## src/rtl/imm_decode_stage.sv

```systemverilog
// Immediate decode stage: decodes the RISC-V immediate, format and branch/jump
// target of each instruction and passes it downstream through a 2-entry skid
// buffer (output register + skid register) with a registered in_ready.
// Also keeps a saturating count of accepted illegal encodings.
module imm_decode_stage #(
    parameter int XLEN  = 32,
    parameter int CNT_W = 8
) (
    input  logic             clk,
    input  logic             rst_n,
    input  logic             in_valid,
    output logic             in_ready,
    input  logic [31:0]      in_instr,
    input  logic [XLEN-1:0]  in_pc,
    output logic             out_valid,
    input  logic             out_ready,
    output logic [31:0]      out_instr,
    output logic [XLEN-1:0]  out_imm,
    output logic [2:0]       out_fmt,
    output logic [XLEN-1:0]  out_target,
    output logic             out_illegal,
    input  logic             flush,
    input  logic             cnt_clr,
    output logic [CNT_W-1:0] illegal_cnt
);

    localparam logic [2:0] FMT_R = 3'd0;
    localparam logic [2:0] FMT_I = 3'd1;
    localparam logic [2:0] FMT_S = 3'd2;
    localparam logic [2:0] FMT_B = 3'd3;
    localparam logic [2:0] FMT_U = 3'd4;
    localparam logic [2:0] FMT_J = 3'd5;

    localparam logic [CNT_W-1:0] CNT_MAX = '1;

    typedef struct packed {
        logic [31:0]     instr;
        logic [XLEN-1:0] imm;
        logic [2:0]      fmt;
        logic [XLEN-1:0] target;
        logic            illegal;
    } entry_t;

    entry_t            dec;
    logic signed [11:0] i_imm;
    logic signed [11:0] s_imm;
    logic signed [12:0] b_imm;
    logic signed [31:0] u_imm;
    logic signed [20:0] j_imm;

    entry_t            out_q, out_d;
    entry_t            skid_q, skid_d;
    logic              out_valid_q, out_valid_d;
    logic              skid_valid_q, skid_valid_d;
    logic              in_ready_q, in_ready_d;
    logic [CNT_W-1:0]  cnt_q, cnt_d;

    logic accept;
    logic handoff;

    assign accept  = in_valid & in_ready_q;
    assign handoff = out_valid_q & out_ready;

    // Decode the incoming instruction into a complete buffer entry.
    // Every recognised opcode already has instr[1:0] == 2'b11, so anything
    // falling to the default arm (including non-32-bit encodings) is illegal.
    always_comb begin
        i_imm = in_instr[31:20];
        s_imm = {in_instr[31:25], in_instr[11:7]};
        b_imm = {in_instr[31], in_instr[7], in_instr[30:25], in_instr[11:8], 1'b0};
        u_imm = {in_instr[31:12], 12'b0};
        j_imm = {in_instr[31], in_instr[19:12], in_instr[20], in_instr[30:21], 1'b0};

        dec       = '0;
        dec.instr = in_instr;
        case (in_instr[6:0])
            7'b0000011, 7'b0010011, 7'b1100111, 7'b1110011: begin
                dec.fmt = FMT_I;
                dec.imm = XLEN'(i_imm);
            end
            7'b0100011: begin
                dec.fmt = FMT_S;
                dec.imm = XLEN'(s_imm);
            end
            7'b1100011: begin
                dec.fmt = FMT_B;
                dec.imm = XLEN'(b_imm);
            end
            7'b0110111, 7'b0010111: begin
                dec.fmt = FMT_U;
                dec.imm = XLEN'(u_imm);
            end
            7'b1101111: begin
                dec.fmt = FMT_J;
                dec.imm = XLEN'(j_imm);
            end
            7'b0110011: begin
                dec.fmt = FMT_R;
            end
            default: begin
                dec.illegal = 1'b1;
            end
        endcase
        dec.target = in_pc + dec.imm;
    end

    // Skid-buffer next state and illegal counter; flush empties both entries
    // but leaves the counter alone, cnt_clr beats a same-cycle increment.
    always_comb begin
        out_d        = out_q;
        skid_d       = skid_q;
        out_valid_d  = out_valid_q;
        skid_valid_d = skid_valid_q;
        cnt_d        = cnt_q;

        if (flush) begin
            out_valid_d  = 1'b0;
            skid_valid_d = 1'b0;
        end else begin
            if (handoff) begin
                if (skid_valid_q) begin
                    out_d        = skid_q;
                    skid_valid_d = 1'b0;
                end else begin
                    out_valid_d = 1'b0;
                end
            end
            // accept implies the skid register is empty (in_ready_q tracks it)
            if (accept) begin
                if (!out_valid_q || handoff) begin
                    out_d       = dec;
                    out_valid_d = 1'b1;
                end else begin
                    skid_d       = dec;
                    skid_valid_d = 1'b1;
                end
            end
        end

        if (cnt_clr) begin
            cnt_d = '0;
        end else if (accept && !flush && dec.illegal && cnt_q != CNT_MAX) begin
            cnt_d = cnt_q + CNT_W'(1);
        end

        in_ready_d = ~skid_valid_d;
    end

    // State registers with synchronous active-low reset.
    always_ff @(posedge clk) begin
        if (!rst_n) begin
            out_q        <= '0;
            skid_q       <= '0;
            out_valid_q  <= 1'b0;
            skid_valid_q <= 1'b0;
            in_ready_q   <= 1'b1;
            cnt_q        <= '0;
        end else begin
            out_q        <= out_d;
            skid_q       <= skid_d;
            out_valid_q  <= out_valid_d;
            skid_valid_q <= skid_valid_d;
            in_ready_q   <= in_ready_d;
            cnt_q        <= cnt_d;
        end
    end

    assign in_ready    = in_ready_q;
    assign out_valid   = out_valid_q;
    assign out_instr   = out_q.instr;
    assign out_imm     = out_q.imm;
    assign out_fmt     = out_q.fmt;
    assign out_target  = out_q.target;
    assign out_illegal = out_q.illegal;
    assign illegal_cnt = cnt_q;

endmodule

```

## config.mk

```make
export PLATFORM = sky130hd
export DESIGN_NAME = imm_decode_stage
export DESIGN_NICKNAME = d
export VERILOG_FILES = /design/src/rtl/imm_decode_stage.sv
export SDC_FILE = /design/constraint.sdc
export NUM_CORES = 1
export LEC_CHECK = 0
export CAP_MARGIN = 20
export CORE_MARGIN = 2
export CORE_UTILIZATION = 45
export CTS_CLUSTER_DIAMETER = 150
export DETAILED_ROUTE_END_ITERATION = 8
export PLACE_DENSITY = 0.7
export SETUP_SLACK_MARGIN = 0.1
export SLEW_MARGIN = 5
export SYNTH_ARGS = -nofsm -noshare
export SYNTH_HDL_FRONTEND = slang
export SYNTH_SLANG_ARGS = --single-unit
```

## constraint.sdc

```tcl
create_clock -name clk -period 5 [get_ports clk]
set_input_delay 1 -clock clk [delete_from_list [all_inputs] [get_ports clk]]
set_output_delay 1 -clock clk [all_outputs]
set_load 0.02 [all_outputs]
```

==> results of run 1 <==
[state kept, by name (all words and copies together) (netlist names)]
register and count:
skid_q 100, out_fmt 3, out_imm 32, illegal_cnt 8
out_target 32, skid_valid_q 1, in_ready 1, out_instr 32
out_illegal 1, out_valid 1
[cells in the mapped netlist, types with 6 or more instances]
| library cell | count | area [um2] |
|---|---|---|
| ha_1 | 32 | 400 |
| nand2b_1 | 14 | 87.6 |
| a22o_1 | 12 | 105 |
| a31oi_1 | 15 | 93.8 |
| nand2_1 | 257 | 965 |
| a221oi_1 | 6 | 52.6 |
| xor2_1 | 14 | 123 |
| a21o_1 | 28 | 210 |
| inv_1 | 18 | 67.6 |
| and3_1 | 11 | 68.8 |
| a211oi_1 | 7 | 52.6 |
| o2bb2ai_1 | 6 | 52.6 |
| nand3_1 | 30 | 150 |
| mux2i_1 | 14 | 140 |
| o21ai_1 | 6 | 30.0 |
| o21a_1 | 8 | 60.1 |
| nand4_1 | 12 | 75.1 |
| xnor2_1 | 16 | 140 |
| nor2_1 | 88 | 330 |
| or3_1 | 6 | 37.5 |
| a22oi_1 | 21 | 158 |
| dfxtp_1 | 211 | 4220 |
| clkbuf_1 | 87 | 327 |
| buf_1 | 13 | 48.8 |
| o22ai_1 | 49 | 307 |
| nor3_1 | 27 | 135 |
| a21oi_1 | 175 | 876 |
| o21ai_0 | 95 | 475 |
[worst max-delay path, stage by stage]
cell,delay [ps]
clkdlybuf4s50_1,500
and2_1,220
a21oi_1,200
nand2b_1,130
a21oi_1,120
a22oi_1,420
inv_1,120
ha_1,310
a211oi_1,270
o21ai_1,150
o2111a_1,310
o21ai_1,250
a21oi_1,190
nor3_1,390
nand2b_1,160
o2111ai_1,110
[cell type report]
| class | instances | area (um2) |
|---|---|---|
| Inverter | 19 | 72.6 |
| Multi-Input combinational cell | 1021 | 5840 |
| Sequential cell | 211 | 4220 |
| Clock buffer | 33 | 684 |
| Clock inverter | 11 | 133 |
| Tap cell | 313 | 392 |
| Fill cell | 2105 | 9180 |
| Timing Repair Buffer | 236 | 2250 |
[cells by family (layout without fill, tap and decap cells)]
group           after synthesis  in the layout  share of synthesized area, %
mux                          14             14                          1.33
buf+inv                     124            299                          4.49
xor+xnor                     30             30                          2.50
flops                       211            211                          40.2
compound gates              471            471                          27.7
fa+ha+maj                    33             33                          4.00
simple gates                473            473                          19.8
[worst paths after layout]
kind / start / end / slack [ps] / depth (start not counted)
worst max-delay path: in_instr[6] / out_target[27] / 520 / 16
worst min register to register: skid_q[42] / skid_q[42] / 450 / 2
worst min-delay path: skid_q[42] / skid_q[42] / 450 / 2
worst max register to register: out_valid / out_instr[1] / 2690 / 5
[where the power goes]
group	switching, uW	internal, uW	total [uW]
clock network	754	1070	1820
registers	37.8	1740	1780
logic	369	266	636
[per-layer routing]
layer / vias to the layer above / GRT usage (%) / share of wire (%)
met2: 518 / 47.1 / 45
met3: 74 / 3.88 / 8.3
met4: 0 / 9.83 / 3.5
met5: - / 0 / 0
li1: 5168 / - / -
met1: 5168 / 41.2 / 44
[per-stage QoR]
step | hold WS [ps] | setup WS, ps | util (%) | instances | total power (uW)
5_1_grt | 475 | 178 | 59.7 | 1844 | 4380
3_5_place_dp | 446 | 59.7 | 56.1 | 1800 | 2440
3_3_place_gp | 441 | 144 | 56.1 | 1800 | 2440
4_1_cts | 454 | 603 | 59.7 | 1844 | 4250
2_1_floorplan | 432 | 715 | - | 1356 | 2140
6_report | 454 | 522 | 59.7 | 1844 | 4240
==> impl_metrics.py, run 1 <==
metrics = {
    "clocking": {
        "cts-hold-fix-buffers": 0,
        "clock-sinks": 211,
        "cts_buffers": 24,
        "cts_resized": 0,
        "cts.path.max_buffers": 3,
        "h-tree-depth": 1,
        "path_clk_slew_ps": 60,
        "cts_tree": "yes",
        "cts_setup_buffers": 0,
        "clockRootBuffer": "clkbuf_16",
        "clk_latency_ps": 540,
    },
    "layout": {
        "final_layout_size_suffix_gt1_share_pct": 7.90,
        "nNetsFinal": 1616,
        "final_common_cell": "nand2_1",
        "final_area_um2": 13600,
        "syn_to_final_growth_pct": 29.3,
        "mostFrequentLayoutCells": "257 x nand2_1, 211 x dfxtp_1, 178 x clkdlybuf4s50_1",
        "num_antenna_cells": 0,
    },
    "detailed_routing": {
        "routedWlPerCell_um": 20.0,
        "drt-initial-drc-count": 877,
        "num_vias": 10900,
        "vias_per_cell": 5.93,
        "ant_nets": 0,
        "drt_wl_total_um": 37000,
        "drc": 0,
        "drt_first_pass_iters": 8,
    },
    "worst_setup_path": {
        "arrival_ps": 4870,
        "crit_type": "in -> reg",
        "startpoint_type": "primary input",
        "crit_fanout": 5,
        "worst_ep_required_time_ps": 5390,
        "end_kind": "flop",
    },
    "sta": {
        "slew_headroom_pct": 39.3,
        "skew_ps": 18.2,
        "post-route-period-util_pct": 89.6,
        "period_minus_slack_ps": 4480,
        "worst_slew_pin_slew_ps": 908,
        "fin_tns_setup_ps": 0,
        "grt_setup_unrepaired": "false",
        "slew_violations": 0,
        "max_freq_mhz": 223,
        "finalHoldViolations": 0,
        "setup_violations": 0,
    },
    "synth": {
        "yosys_warnings": 0,
        "synth-main-ff-cell": "dfxtp_1",
        "synth_edf_count": 0,
        "ys_seq_elements": 211,
        "netlist_instances": 1356,
        "synthDistinctLibCells": 68,
        "synth_nets": 1459,
        "ys_seq_area_share_pct": 40.2,
        "syn_area_um2": 10500,
        "synth.avg_cell_area_um2": 7.75,
        "async_flop_share_pct": 0,
    },
    "floorplan": {
        "core_um2": 22800,
        "ios": 180,
        "chipWidth_um": 157,
        "rows": 55,
        "initial_utilization_pct": 46.2,
        "dieHeight_um": 157,
        "die-area_um2": 24600,
    },
    "global_route": {
        "groute.usage.overall_pct": 29.5,
        "overflow": 0,
        "grt_max_degree": 104,
        "antenna_found_initial": 0,
        "grt_pass1_vias": 10300,
        "grt_pass1_wl_um": 57100,
    },
    "place": {
        "placedInstanceArea_um2": 12800,
        "gp_congestion": 0.983,
        "port-buffer-count": 179,
        "dp_hpwl_um": 25600,
    },
    "status": {
        "outcome": "finished clean",
    },
    "run": {
        "drv_cap": 0,
    },
    "min_path": {
        "worstHoldPathType": "reg -> reg",
    },
    "power_and_ir_drop": {
        "powerDensity_nw_per_um2": 312,
        "peakVddDrop_v": 0.000262,
        "p_leak_uw": 0.00525,
    },
}
No activity file was read; power rests on OpenSTA's default activity.
==> inputs of run 2 (changes only) <==
- DONT_BUFFER_PORTS: unset -> 1
- PLACE_DENSITY: 0.7 -> unset
- SETUP_SLACK_MARGIN: 0.1 -> 0.02
==> impl_metrics.py, run 2 (synthesized netlist as in run 1, its figures left out) <==
metrics = {
    "sta": {
        "setup_violations": 0,
        "slew_violations": 0,
        "fin_tns_setup_ps": 0,
        "max_freq_mhz": 228,
        "post-route-period-util_pct": 87.6,
        "grt_setup_unrepaired": "false",
        "slew_headroom_pct": 40.3,
        "period_minus_slack_ps": 4380,
        "fin_hold_ws_ps": 452,
        "worst_slew_pin_slew_ps": 892,
        "finalHoldViolations": 0,
        "skew_ps": 16.2,
    },
    "clocking": {
        "cts.path.max_buffers": 3,
        "cts_tree": "yes",
        "h-tree-depth": 1,
        "path_clk_slew_ps": 60,
        "cts_setup_buffers": 0,
        "clk_latency_ps": 540,
        "cts_resized": 0,
        "cts_buffers": 24,
        "clock-sinks": 211,
        "clockRootBuffer": "clkbuf_16",
        "cts-hold-fix-buffers": 0,
    },
    "run": {
        "drv_cap": 0,
    },
    "detailed_routing": {
        "ant_nets": 0,
        "drc": 0,
        "drt_first_pass_iters": 5,
        "vias_per_cell": 6.03,
        "drt_wl_total_um": 35200,
        "num_vias": 9846,
        "routedWlPerCell_um": 21.6,
        "drt-initial-drc-count": 858,
    },
    "global_route": {
        "grt_pass1_vias": 9035,
        "overflow": 0,
        "antenna_found_initial": 0,
        "grt_pass1_wl_um": 53400,
        "groute.usage.overall_pct": 27.8,
        "grt_max_degree": 104,
    },
    "floorplan": {
        "die-area_um2": 24600,
        "chipWidth_um": 157,
        "rows": 55,
        "dieHeight_um": 157,
        "initial_utilization_pct": 46.2,
        "ios": 180,
        "core_um2": 22800,
    },
    "layout": {
        "largest_register_ffs": 100,
        "final_layout_size_suffix_gt1_share_pct": 6.74,
        "final_common_cell": "nand2_1",
        "regMostFlops": "skid_q",
        "nNetsFinal": 1406,
        "mostFrequentLayoutCells": "257 x nand2_1, 211 x dfxtp_1, 173 x a21oi_1",
        "num_antenna_cells": 0,
        "num-fill-cells": 2237,
        "syn_to_final_growth_pct": 10.4,
        "final_area_um2": 11600,
    },
    "power_and_ir_drop": {
        "power_uw": 4090,
        "p_switching_uw": 1070,
        "switching_share_pct": 26.2,
        "p_int_uw": 3020,
        "peakVddDrop_v": 0.000258,
        "power_frac_seq_pct": 45.2,
        "p_clk_share_pct": 46.1,
        "powerDensity_nw_per_um2": 353,
        "p_comb_share_pct": 8.7,
        "p_leak_uw": 0.00446,
    },
    "worst_setup_path": {
        "end_kind": "flop",
        "crit_path_frequent_cell": "nand2_1",
        "slowest_stage": "nor2_1",
        "slowest_delay_ps": 730,
        "worst_ep_required_time_ps": 5390,
        "crit_fanout": 14,
        "worstPathCellList": "nor2_1 > nand2_1 > nand2_1 > a22oi_1 > nor2_1 > nand2_1 > inv_1 > ha_1 > o21ai_1 > a21oi_1 > o2111a_1 > o21ai_1 > a21oi_1 > nor3_1 > nand2b_1 > o2111ai_1",
        "arrival_ps": 4760,
        "crit_type": "in -> reg",
        "startpoint_type": "primary input",
    },
    "place": {
        "port-buffer-count": 0,
        "dp_hpwl_um": 24700,
        "gp_congestion": 0.947,
        "placedInstanceArea_um2": 10700,
    },
    "min_path": {
        "worstHoldPathType": "reg -> reg",
    },
    "status": {
        "outcome": "finished clean",
    },
}
-- run 2: critical path, delay by kind of cell --
family | cells | cell delay [ps]
buf+inv | 1 | 100
simple gates | 7 | 1890
compound gates | 7 | 1500
fa+ha+maj | 1 | 270
-- run 2: final cells by class --
type,instances,area [um2],share of cell area (%)
Multi-Input combinational cell,1021,5840,50.3
Sequential cell,211,4220,36.4
Clock buffer,35,722,6.22
Tap cell,313,392,3.38
Timing Repair Buffer,26,220,1.90
Clock inverter,8,133,1.14
Inverter,19,72.6,0.626
-- run 2: path summary, 6_finish.rpt --
check,from,endpoint,slack [ps],cells past startpoint
setup / recovery,in_instr[2],out_target[27],620,16
hold / removal,skid_q[3],skid_q[3],450,2
setup reg to reg,out_valid,out_target[22],2390,6
hold reg to reg,skid_q[3],skid_q[3],450,2
-- run 2: routing by layer --
metal / wire, um / vias to the layer above / global-route usage [%]
li1: - / 4749 / -
met1: 15300 / 4643 / 37.8
met2: 15300 / 398 / 42.1
met3: 3610 / 56 / 8.94
met4: 964 / 0 / 8.13
met5: 0 / - / 0
-- run 2: metrics by stage --
step / cells / setup slack, ps / util [%]
global route: 1633 / 336 / 50.9
detailed placement: 1590 / 182 / 47.2
CTS: 1633 / 723 / 50.9
global placement: 1590 / 339 / 47.2
finish: 1633 / 621 / 50.9
floorplan: 1356 / 715 / -
-- run 2: power by group through the flow --
| stage | registers [uW] | clock network (uW) | logic (uW) |
|---|---|---|---|
| final | 1850 | 1890 | 357 |
| after global placement | 1880 | 0 | 351 |
| after floorplan | 1870 | 0 | 273 |
| after CTS | 1850 | 1910 | 353 |
| after detailed placement | 1890 | 0 | 351 |
| after global routing | 1860 | 1980 | 391 |
